$ cat src/rtl/lz4_word_fetch_if.sv
// Bus bundle between the LZ4 word fetcher, its source RAM and the byte shifter.
// The fetcher sits on the slave side; the environment (controller, RAM, shifter) drives the master side.
interface lz4_word_fetch_if #(
    parameter int ADDR_W = 10,
    parameter int LEN_W  = 16
);
    logic              start;
    logic [ADDR_W-1:0] src_addr;
    logic [LEN_W-1:0]  src_len;
    logic              busy;
    logic              ram_rd_en;
    logic [ADDR_W-1:0] ram_rd_addr;
    logic [31:0]       ram_rd_data;
    logic              in_req;
    logic [31:0]       out_data;
    logic              data_valid;
    logic              load_done;
    logic [2:0]        tail_bytes;

    modport slave (
        input  start, src_addr, src_len, ram_rd_data, in_req,
        output busy, ram_rd_en, ram_rd_addr, out_data, data_valid, load_done, tail_bytes
    );

    modport master (
        output start, src_addr, src_len, ram_rd_data, in_req,
        input  busy, ram_rd_en, ram_rd_addr, out_data, data_valid, load_done, tail_bytes
    );
endinterface

$ cat src/rtl/lz4_word_fetch.sv
// LZ4 word fetcher: reads ceil(len/4) words of a source block from a synchronous-read RAM,
// buffers them in a 2-entry prefetch FIFO and hands one word per load request to the byte shifter.
// Bytes past the end of the block are zeroed in the final word.
module lz4_word_fetch #(
    parameter int ADDR_W = 10,
    parameter int LEN_W  = 16
) (
    input logic              clk,
    input logic              rstN,
    lz4_word_fetch_if.slave  bus
);
    localparam int CW = LEN_W - 1;

    typedef enum logic [1:0] {IDLE, FETCH, DRAIN, DONE} state_t;

    state_t            state;
    logic              busy_q;
    logic              load_done_q;
    logic [2:0]        tail_q;
    logic              rd_en_q;
    logic [ADDR_W-1:0] rd_addr_q;
    logic              rd_last_q;       // the read currently strobed is the final word
    logic [CW-1:0]     issue_left_q;    // reads still to issue after the current one
    logic [CW-1:0]     deliver_left_q;  // words still to hand to the shifter
    logic              ret_valid_q;     // RAM data on ram_rd_data belongs to this block
    logic              ret_last_q;      // ... and it is the final word
    logic [1:0]        fifo_count_q;
    logic              wr_ptr_q;
    logic              rd_ptr_q;
    logic [31:0]       fifo_mem [2];

    logic          push;
    logic          pop;
    logic [1:0]    count_next;
    logic          issue_ok;
    logic [CW-1:0] words;
    logic [31:0]   masked;

    // Block size in words and FIFO bookkeeping for this cycle.
    always_comb begin
        // NOTE: every signal gets a default at the top of a combinational block so no path can infer a latch.
        words      = CW'(bus.src_len[LEN_W-1:2]) + CW'(|bus.src_len[1:0]);
        push       = ret_valid_q;
        pop        = bus.in_req && (fifo_count_q != 2'd0) && busy_q;
        count_next = fifo_count_q + {1'b0, push} - {1'b0, pop};
        // A new read is allowed only if the FIFO can still absorb it even if the shifter stops
        // requesting: words buffered after this edge plus the read already on its way must be < 2.
        issue_ok   = (count_next == 2'd0) || ((count_next == 2'd1) && !rd_en_q);
    end

    // Zero the bytes beyond the block end in the final word as it returns from the RAM.
    always_comb begin
        masked = bus.ram_rd_data;
        if (ret_last_q) begin
            unique case (tail_q)
                3'd1:    masked[23:0] = '0;
                3'd2:    masked[15:0] = '0;
                3'd3:    masked[7:0]  = '0;
                default: ;
            endcase
        end
    end

    // Block sequencer: accept, read issue, delivery accounting and completion flags.
    always_ff @(posedge clk or negedge rstN) begin
        if (!rstN) begin
            state          <= IDLE;
            busy_q         <= 1'b0;
            load_done_q    <= 1'b0;
            tail_q         <= 3'd4;
            rd_en_q        <= 1'b0;
            rd_addr_q      <= '0;
            rd_last_q      <= 1'b0;
            issue_left_q   <= '0;
            deliver_left_q <= '0;
            ret_valid_q    <= 1'b0;
            ret_last_q     <= 1'b0;
            fifo_count_q   <= '0;
            wr_ptr_q       <= 1'b0;
            rd_ptr_q       <= 1'b0;
        end else begin
            // NOTE: state registers use non-blocking assignments so every update sees pre-edge values.
            ret_valid_q  <= rd_en_q;
            ret_last_q   <= rd_en_q && rd_last_q;
            fifo_count_q <= count_next;
            if (push) wr_ptr_q <= ~wr_ptr_q;
            if (pop)  rd_ptr_q <= ~rd_ptr_q;

            unique case (state)
                IDLE, DONE: begin
                    rd_en_q <= 1'b0;
                    if (bus.start) begin
                        rd_addr_q <= bus.src_addr;
                        tail_q    <= (bus.src_len[1:0] == 2'b00) ? 3'd4 : {1'b0, bus.src_len[1:0]};
                        if (words == '0) begin
                            state       <= DONE;
                            busy_q      <= 1'b0;
                            load_done_q <= 1'b1;
                        end else begin
                            busy_q         <= 1'b1;
                            load_done_q    <= 1'b0;
                            rd_en_q        <= 1'b1;
                            rd_last_q      <= (words == CW'(1));
                            issue_left_q   <= words - CW'(1);
                            deliver_left_q <= words;
                            state          <= (words == CW'(1)) ? DRAIN : FETCH;
                        end
                    end
                end
                FETCH: begin
                    if (issue_ok) begin
                        rd_en_q      <= 1'b1;
                        rd_addr_q    <= rd_addr_q + ADDR_W'(1);
                        issue_left_q <= issue_left_q - CW'(1);
                        rd_last_q    <= (issue_left_q == CW'(1));
                        if (issue_left_q == CW'(1)) state <= DRAIN;
                    end else begin
                        rd_en_q <= 1'b0;
                    end
                end
                DRAIN: rd_en_q <= 1'b0;
                default: state <= IDLE;
            endcase

            if (pop) begin
                deliver_left_q <= deliver_left_q - CW'(1);
                if (deliver_left_q == CW'(1)) begin
                    state       <= DONE;
                    busy_q      <= 1'b0;
                    load_done_q <= 1'b1;
                end
            end
        end
    end

    // Prefetch FIFO storage.
    always_ff @(posedge clk) begin
        // NOTE: the storage array has no reset; fifo_count_q alone decides which entries are meaningful.
        if (push) fifo_mem[wr_ptr_q] <= masked;
    end

    assign bus.busy        = busy_q;
    assign bus.load_done   = load_done_q;
    assign bus.tail_bytes  = tail_q;
    assign bus.ram_rd_en   = rd_en_q;
    assign bus.ram_rd_addr = rd_addr_q;
    assign bus.data_valid  = pop;
    assign bus.out_data    = fifo_mem[rd_ptr_q];
endmodule

$ cat src/flat_wrapper.sv
// flat-port wrapper written by rule: the top's interface ports become plain ports
module lz4_word_fetch_flat 
#(
    parameter int ADDR_W = 10,
    parameter int LEN_W  = 16
)
  (clk, rstN, bus_start, bus_src_addr, bus_src_len, bus_ram_rd_data, bus_in_req, bus_busy, bus_ram_rd_en, bus_ram_rd_addr, bus_out_data, bus_data_valid, bus_load_done, bus_tail_bytes);
  lz4_word_fetch_if #(.ADDR_W(ADDR_W), .LEN_W(LEN_W)) bus_i ();
  input logic clk;
  input logic rstN;
  input wire logic [$bits(bus_i.start)-1:0] bus_start;
  input wire logic [$bits(bus_i.src_addr)-1:0] bus_src_addr;
  input wire logic [$bits(bus_i.src_len)-1:0] bus_src_len;
  input wire logic [$bits(bus_i.ram_rd_data)-1:0] bus_ram_rd_data;
  input wire logic [$bits(bus_i.in_req)-1:0] bus_in_req;
  output wire logic [$bits(bus_i.busy)-1:0] bus_busy;
  output wire logic [$bits(bus_i.ram_rd_en)-1:0] bus_ram_rd_en;
  output wire logic [$bits(bus_i.ram_rd_addr)-1:0] bus_ram_rd_addr;
  output wire logic [$bits(bus_i.out_data)-1:0] bus_out_data;
  output wire logic [$bits(bus_i.data_valid)-1:0] bus_data_valid;
  output wire logic [$bits(bus_i.load_done)-1:0] bus_load_done;
  output wire logic [$bits(bus_i.tail_bytes)-1:0] bus_tail_bytes;
  assign bus_i.start = bus_start;
  assign bus_i.src_addr = bus_src_addr;
  assign bus_i.src_len = bus_src_len;
  assign bus_i.ram_rd_data = bus_ram_rd_data;
  assign bus_i.in_req = bus_in_req;
  assign bus_busy = bus_i.busy;
  assign bus_ram_rd_en = bus_i.ram_rd_en;
  assign bus_ram_rd_addr = bus_i.ram_rd_addr;
  assign bus_out_data = bus_i.out_data;
  assign bus_data_valid = bus_i.data_valid;
  assign bus_load_done = bus_i.load_done;
  assign bus_tail_bytes = bus_i.tail_bytes;
  lz4_word_fetch #(.ADDR_W(ADDR_W), .LEN_W(LEN_W)) u_core (.clk(clk), .rstN(rstN), .bus(bus_i));
endmodule
$ cat config.mk
export PLATFORM = sky130hd
export DESIGN_NAME = lz4_word_fetch_flat
export DESIGN_NICKNAME = d
export VERILOG_FILES = /design/src/rtl/lz4_word_fetch_if.sv /design/src/rtl/lz4_word_fetch.sv /design/src/flat_wrapper.sv
export SDC_FILE = /design/constraint.sdc
export NUM_CORES = 1
export LEC_CHECK = 0
export ABC_AREA = 1
export CORE_MARGIN = 3
export CORE_UTILIZATION = 45
export CTS_BUF_LIST = sky130_fd_sc_hd__clkbuf_16
export DETAILED_ROUTE_END_ITERATION = 16
export GPL_TIMING_DRIVEN = 1
export PLACE_DENSITY = 0.71
export SYNTH_ARGS = -nofsm -noshare
export SYNTH_HDL_FRONTEND = slang
export SYNTH_SLANG_ARGS = --single-unit
$ cat constraint.sdc
create_clock -name clk -period 2.7 [get_ports clk]
set_clock_uncertainty 0.15 [all_clocks]
set_input_delay 0.54 -clock clk [delete_from_list [all_inputs] [get_ports clk]]
set_output_delay 0.54 -clock clk [all_outputs]
set_load 0.1 [all_outputs]
# Word level (Yosys, flattened, before mapping)
# Memory sizes are Yosys's and may differ from the RTL's.
# Cells that the tools add are included.
[word_totals]
memories = 1
word_cells = 103
mem_bits_rw = 64
inputBits = 62
reg_bits = 55
output_inout_bits = 49
[op_classes]
bitwise = 2
addsub = 7
n_eq_ne = 14
mux = 43
reduce_logical = 22
[mem_list]
columns = ["name", "depth", "word_bits", "read_ports", "rd_ports_with_merged_regs", "write_ports", "line", "text"]
rows = [
  ["u_core.fifo_mem", 2, 32, 1, 0, 1, "lz4_word_fetch.sv:30", "logic [31:0] fifo_mem [2];"],
]
[op_table]
columns = ["cell", "n"]
rows = [
  ["two-way mux 15 bit", 7],
  ["== test 15 x 1 -> 1 bit, second input constant", 3],
  ["subtractor 15 x 1 -> 15 bit, second input constant", 3],
  ["case mux 15 bit (2 select lines)", 1],
  ["two-way mux 24 bit", 1],
  ["two-way mux 8 bit", 3],
  ["two-way mux 10 bit", 2],
  ["case mux 10 bit (2 select lines)", 1],
  ["two-way mux 1 bit", 17],
  ["adder 14 x 1 -> 15 bit", 1],
  ["logical NOT 15 bit", 1],
  ["two-way mux 2 bit", 7],
  ["adder 10 x 1 -> 10 bit, second input constant", 1],
  ["nonzero test 2 bit", 4],
  ["== test 3 x 2 -> 1 bit, second input constant", 2],
  ["logical NOT 2 bit", 3],
  ["inequality test 2 bit, second input constant", 3],
  ["AND reduction 3 bit", 2],
  ["OR reduction 2 bit", 3],
  ["== test 2 x 1 -> 1 bit, second input constant", 2],
  ["== test 2 bit, second input constant", 2],
  ["logical AND 1 bit", 4],
  ["case mux 2 bit (2 select lines)", 1],
  ["AND reduction 4 bit", 1],
  ["12 further kinds", 13],
]

# Logic depth before layout (Yosys ltp)
[depth]
ltp_word = 11
ltp_mapped = 20
mapped_depth_nobuf = 20

# Worst setup path before layout
# OpenSTA, ideal clock, no wires.
[synth_timing]
path_kind = "register to register"
from = "reg u_core.busy_q (netlist: u_core.bus.busy)"
to = "reg u_core.rd_addr_q[3] (netlist: u_core.bus.ram_rd_addr[3])"
setup_slack_ns = -1.823
path_buffers = 2
path_stages_with_launch = 15
synth_period_minus_slack_ns = 4.523
arrival_time_ns = 4.231
setup_ns = 0.142
t_required_ns = 2.408
path_cell_list = "dfrtp_1 > o211ai_2 > inv_1 > clkbuf_1 > ha_1 > inv_1 > ha_1 > xnor2_1 > xnor2_1 > a21o_1 > nand2_1 > nand2_1 > inv_1 > clkbuf_1 > a22oi_1"
[synth_between]
elab_chain_cells = 7
elab_cells_between_ends = 8
classes_between = "1 x add/sub; 2 x eq/ne; 5 x reduce/logical"
[synth_rtl]
columns = ["element", "line", "text"]
rows = [
  ["start, declared", "lz4_word_fetch.sv:17", "logic busy_q;"],
  ["start signal, assigned", "lz4_word_fetch.sv:68", "busy_q <= 1'b0;"],
  ["start signal, assigned", "lz4_word_fetch.sv:97", "busy_q <= 1'b0;"],
  ["start signal, assigned", "lz4_word_fetch.sv:100", "busy_q <= 1'b1;"],
  ["logical AND 1 bit (*)", "lz4_word_fetch.sv:44", "pop = bus.in_req && (fifo_count_q != 2'd0) && busy_q;"],
  ["named net bus_data_valid", "flat_wrapper.sv:20", "output wire logic [$bits(bus_i.data_valid)-1:0] bus_data_valid;"],
  ["subtractor 2 x 1 -> 2 bit (*)", "lz4_word_fetch.sv:45", "count_next = fifo_count_q + {1'b0, push} - {1'b0, pop};"],
  ["named net u_core.count_next[1]", "lz4_word_fetch.sv:34", "logic [1:0] count_next;"],
  ["== test 2 x 1 -> 1 bit", "lz4_word_fetch.sv:48", "issue_ok = (count_next == 2'd0) || ((count_next == 2'd1) && !rd_en_q);"],
  ["logical AND 1 bit", "lz4_word_fetch.sv:48", ""],
  ["logical OR 1 bit (*)", "lz4_word_fetch.sv:48", ""],
  ["inequality test 2 x 1 -> 1 bit (no source line) (*)", "-", ""],
  ["AND reduction 3 bit (no source line) (*)", "-", ""],
  ["end signal, assigned", "lz4_word_fetch.sv:93", "rd_addr_q <= bus.src_addr;"],
  ["end signal, assigned", "lz4_word_fetch.sv:113", "rd_addr_q <= rd_addr_q + ADDR_W'(1);"],
  ["end, declared", "lz4_word_fetch.sv:21", "logic [ADDR_W-1:0] rd_addr_q;"],
]
# The timed path passes the listed nets; every way through them passes the cells marked *.
# A chain may end at the register's enable or synchronous reset.

# Worst setup path in the final report
[layout_timing]
from = "in bus_src_len[3]"
to = "reg u_core.issue_left_q[13]"
[layout_between]
elab_chain_cells = 5
elab_cells_between_ends = 8
classes_between = "2 x add/sub; 1 x eq/ne; 3 x mux; 2 x reduce/logical"
[layout_rtl]
columns = ["element", "line", "text"]
rows = [
  ["start, declared", "flat_wrapper.sv:13", "input wire logic [$bits(bus_i.src_len)-1:0] bus_src_len;"],
  ["adder 14 x 1 -> 15 bit (*)", "lz4_word_fetch.sv:42", "words = CW'(bus.src_len[LEN_W-1:2]) + CW'(|bus.src_len[1:0]);"],
  ["subtractor 15 x 1 -> 15 bit", "lz4_word_fetch.sv:104", "issue_left_q <= words - CW'(1);"],
  ["two-way mux 15 bit", "lz4_word_fetch.sv:95", "if (words == '0) begin"],
  ["two-way mux 15 bit", "lz4_word_fetch.sv:92", "if (bus.start) begin"],
  ["case mux 15 bit (2 select lines)", "lz4_word_fetch.sv:89", "unique case (state)"],
  ["end signal, assigned", "lz4_word_fetch.sv:104", ""],
  ["end signal, assigned", "lz4_word_fetch.sv:114", "issue_left_q <= issue_left_q - CW'(1);"],
  ["end, declared", "lz4_word_fetch.sv:23", "logic [CW-1:0] issue_left_q;"],
]
# Mark *: on every way between the ends. The rest lies on a longest branch, timed or not. The select of a mux whose other input is x is not followed.

==> flow_summary.yaml <==
yosys:
  netlist_area_um2: 6730
  yosysUniqueCellTypes: 40
  muxShareOfSynthArea_pct: 0
  synth_area_per_cell_um2: 7.89
  yosys_most_used_dff: "edfxtp_1"
  synth_fp_nets: 929
  yosys_warnings: 0
  synth_xor_area_share_pct: 2.08
  synthAdderAreaFrac_pct: 2.60
  synth-seq-cells: 119
  synth_top_family_by_area: "simple AND/OR/NAND/NOR gates"
  syn_inst: 853
  async_flop_share_pct: 46.2
  synth_edf_count: 64
  synth-simple-area-share_pct: 29.7
  synth_compound_area_share_pct: 9.14
  synth-seq-area-share_pct: 49.0
setup_path:
  reg2reg_depth: 13
  arrival_ns: 2.71
  cp-start-kind: "primary input"
  critPathMaxFanout: 7
  r2r_slack_ns: 0.23
  timing.rr.end: "u_core.bus.ram_rd_addr[4]"
  rr_startpoint: "u_core.fifo_count_q[1]"
  setup.worst_path.end_class: "flip-flop"
  worstSetupPathType: "in2reg"
  cp.required_ns: 2.89
floorplan:
  die_width_um: 128
  die_area_um2: 16500
  ios: 111
  die_height_um: 128
  core_area_um2: 14600
  placement_rows: 44
  initial_utilization_pct: 46.2
global_routing:
  grt_pass1_wl_um: 28200
  antenna_found_initial: 0
  grt_max_degree: 42
  grt_overflow: 0
  groute.usage.overall_pct: 21.6
  first_global_vias: 6009
timing:
  worst_pin_slew_ns: 0.643
  relSlewSlack_pct: 56.7
  rsz0062_at_grt: "false"
  slew_violations: 0
  layout_min_cycle_time_ns: 2.51
  worst_slack_ns: 0.186
  hold_viol_final: 0
  fmaxAchievable_mhz: 398
  period_share_pct: 93.1
  timing.setup.tns_ns: 0
  setup_viol_count_final: 0
layout:
  final_cell_area_um2: 9720
  instances_no_fill: 1240
  final_common_cell: "nand2_1"
  antennaDiodeCount: 0
  drive_above_1_share_pct: 23.4
  nets: 1119
  final_cell_mix: "nand2_1 (297), inv_1 (98), buf_4 (87)"
  syn_to_final_growth_pct: 44.3
clocking:
  cts_root_buffer: "clkbuf_16"
  cts.path.max_buffers: 2
  h-tree-depth: 4
  cts_sinks: 119
  clk_pin_slew_ns: 0.06
  clk_latency_ns: 0.42
  cts_tree: "built"
  cts-buffers-inserted: 17
routing:
  drc: 0
  postRouteAntennaNets: 0
  wl_um: 17200
  vias: 6245
  firstDrtPassIters: 5
  drt_iter0_markers: 383
  via_per_inst: 5.04
  wl_per_cell_um: 13.9
pwr:
  power_density_nw_per_um2: 1360
  vdd_drop_max_v: 0.000644
  leakage_nw: 4.51
outcome:
  status: "complete, no violations"
placement:
  pre_cts_ws_ns: -0.574
  gp_congestion: 0.893
  dp_hpwl_um: 12100
  io_buffer_count: 110
  place_area_um2: 8870
  dp_cells: 1201
run:
  cap_violations: 0
min_path:
  worstHoldStart: "bus_src_len[0]"
  hold_class: "in2reg"
  whs_endpoint: "u_core.bus.tail_bytes[2]"
  hold_depth: 4
-- layer usage --
layer | routed length (µm) | share of wire, % | global-route usage (%)
met1 | 7620 | 44 | 27.8
met4 | 434 | 2.5 | 8.61
met2 | 8250 | 48 | 35.9
met5 | 0 | 0 | 0
met3 | 867 | 5.0 | 4.28
-- worst max-delay path by stage --
stage | slack [ns] | cells after the start | from | endpoint
3_3_place_gp | -0.50 | 20 | bus_src_len[0] | u_core.issue_left_q[12]
6_report | 0.19 | 15 | bus_src_len[3] | u_core.issue_left_q[13]
2_1_floorplan | -0.11 | 15 | u_core.bus.busy | u_core.bus.ram_rd_addr[7]
5_1_grt | 0.04 | 14 | bus_src_len[6] | u_core.issue_left_q[13]
4_1_cts | 0.04 | 17 | bus_src_len[0] | u_core.issue_left_q[14]
3_5_place_dp | -0.57 | 18 | bus_src_len[0] | u_core.deliver_left_q[4]
-- state kept, by name (all words and copies together), names as in the netlist, 2 cells and up --
register and count:
u_core.bus.tail_bytes 3, u_core.fifo_count_q 2, u_core.issue_left_q 15, u_core.fifo_mem 64, u_core.state 2, u_core.bus.ram_rd_addr 10
u_core.deliver_left_q 15
-- cells by family (layout without fill, tap and decap cells) --
group	Yosys count	after routing
adder cells (fa/ha/maj)	14	14
buffers and inverters	127	329
AO/OA/AOI/OAI	101	101
AND/OR/NAND/NOR	476	477
XOR/XNOR	16	16
flip-flops	119	119
-- power breakdown --
group          total, mW  leakage, nW  internal [mW]  switching, mW
Clock               2.09        0.259           1.26          0.828
Combinational       8.05         2.99           2.55           5.50
Sequential          3.08         1.26           2.64          0.444
Total               13.2         4.51           6.45           6.77
-- critical path, stage by stage --
cell             delay, ns
clkdlybuf4s50_1       0.57
buf_4                 0.17
nand2_2               0.06
nor2_4                0.20
nand3_2               0.11
nand2_2               0.11
nand2_4               0.06
nor2_4                0.11
nand2_2               0.07
nor2_4                0.16
nand3_2               0.12
nand3_4               0.14
buf_6                 0.16
nand2_2               0.05
o21ai_1               0.07
-- stage by stage --
stage	hold slack, ns	power [mW]	utilization [%]
after global placement	0.312	10.8	60.8
after floorplan	0.0944	8.56	-
after global routing	0.297	14.0	66.6
after CTS	0.330	13.2	65.6
final	0.280	13.2	66.6
after detailed placement	0.317	10.9	60.8
-- cell type report --
cell class	instances	area (µm²)
fill	1154	4870
tap	184	230
clock buffer	17	425
timing repair buffer	190	2040
sequential	119	3300
clock inverter	15	130
multi-input combinational	608	3190
inverter	107	407
-- timing repair --
action / in CTS / in global routing
setup endpoints to repair: 32 / 37
hold buffers: 1 / 0
pin swaps: 3 / 20
endpoints found under the hold margin: 14 / 0
buffers inserted: 3 / 2
gates cloned: 1 / 0
gates resized for setup: 21 / 47
-- synthesized netlist by cell type (2+ instances only) --
cell      number  area (µm²)
a21oi_1       17        85.1
a22oi_1        4        30.0
a31oi_1        3        18.8
buf_6          4        45.0
clkbuf_1      16        60.1
clkinv_1       2        7.51
dfrtp_1       54        1350
edfxtp_1      64        1920
ha_1          14         175
inv_1        104         390
nand2_1      312        1170
nand2_2        4        25.0
nand2_4        3        33.8
nand3_1       41         205
nand4_1       13        81.3
nor2_1        75         282
nor2_2         3        18.8
nor2_4         5        56.3
nor3_1         8        40.0
nor4_1         5        31.3
o211ai_1       2        15.0
o211ai_2       3        37.5
o21ai_0       51         255
o21ai_1        3        15.0
o21ai_2       11        96.3
or2_2          4        25.0
xnor2_1        8        70.1
xor2_1         8        70.1
(Power assumes the default switching activity.)
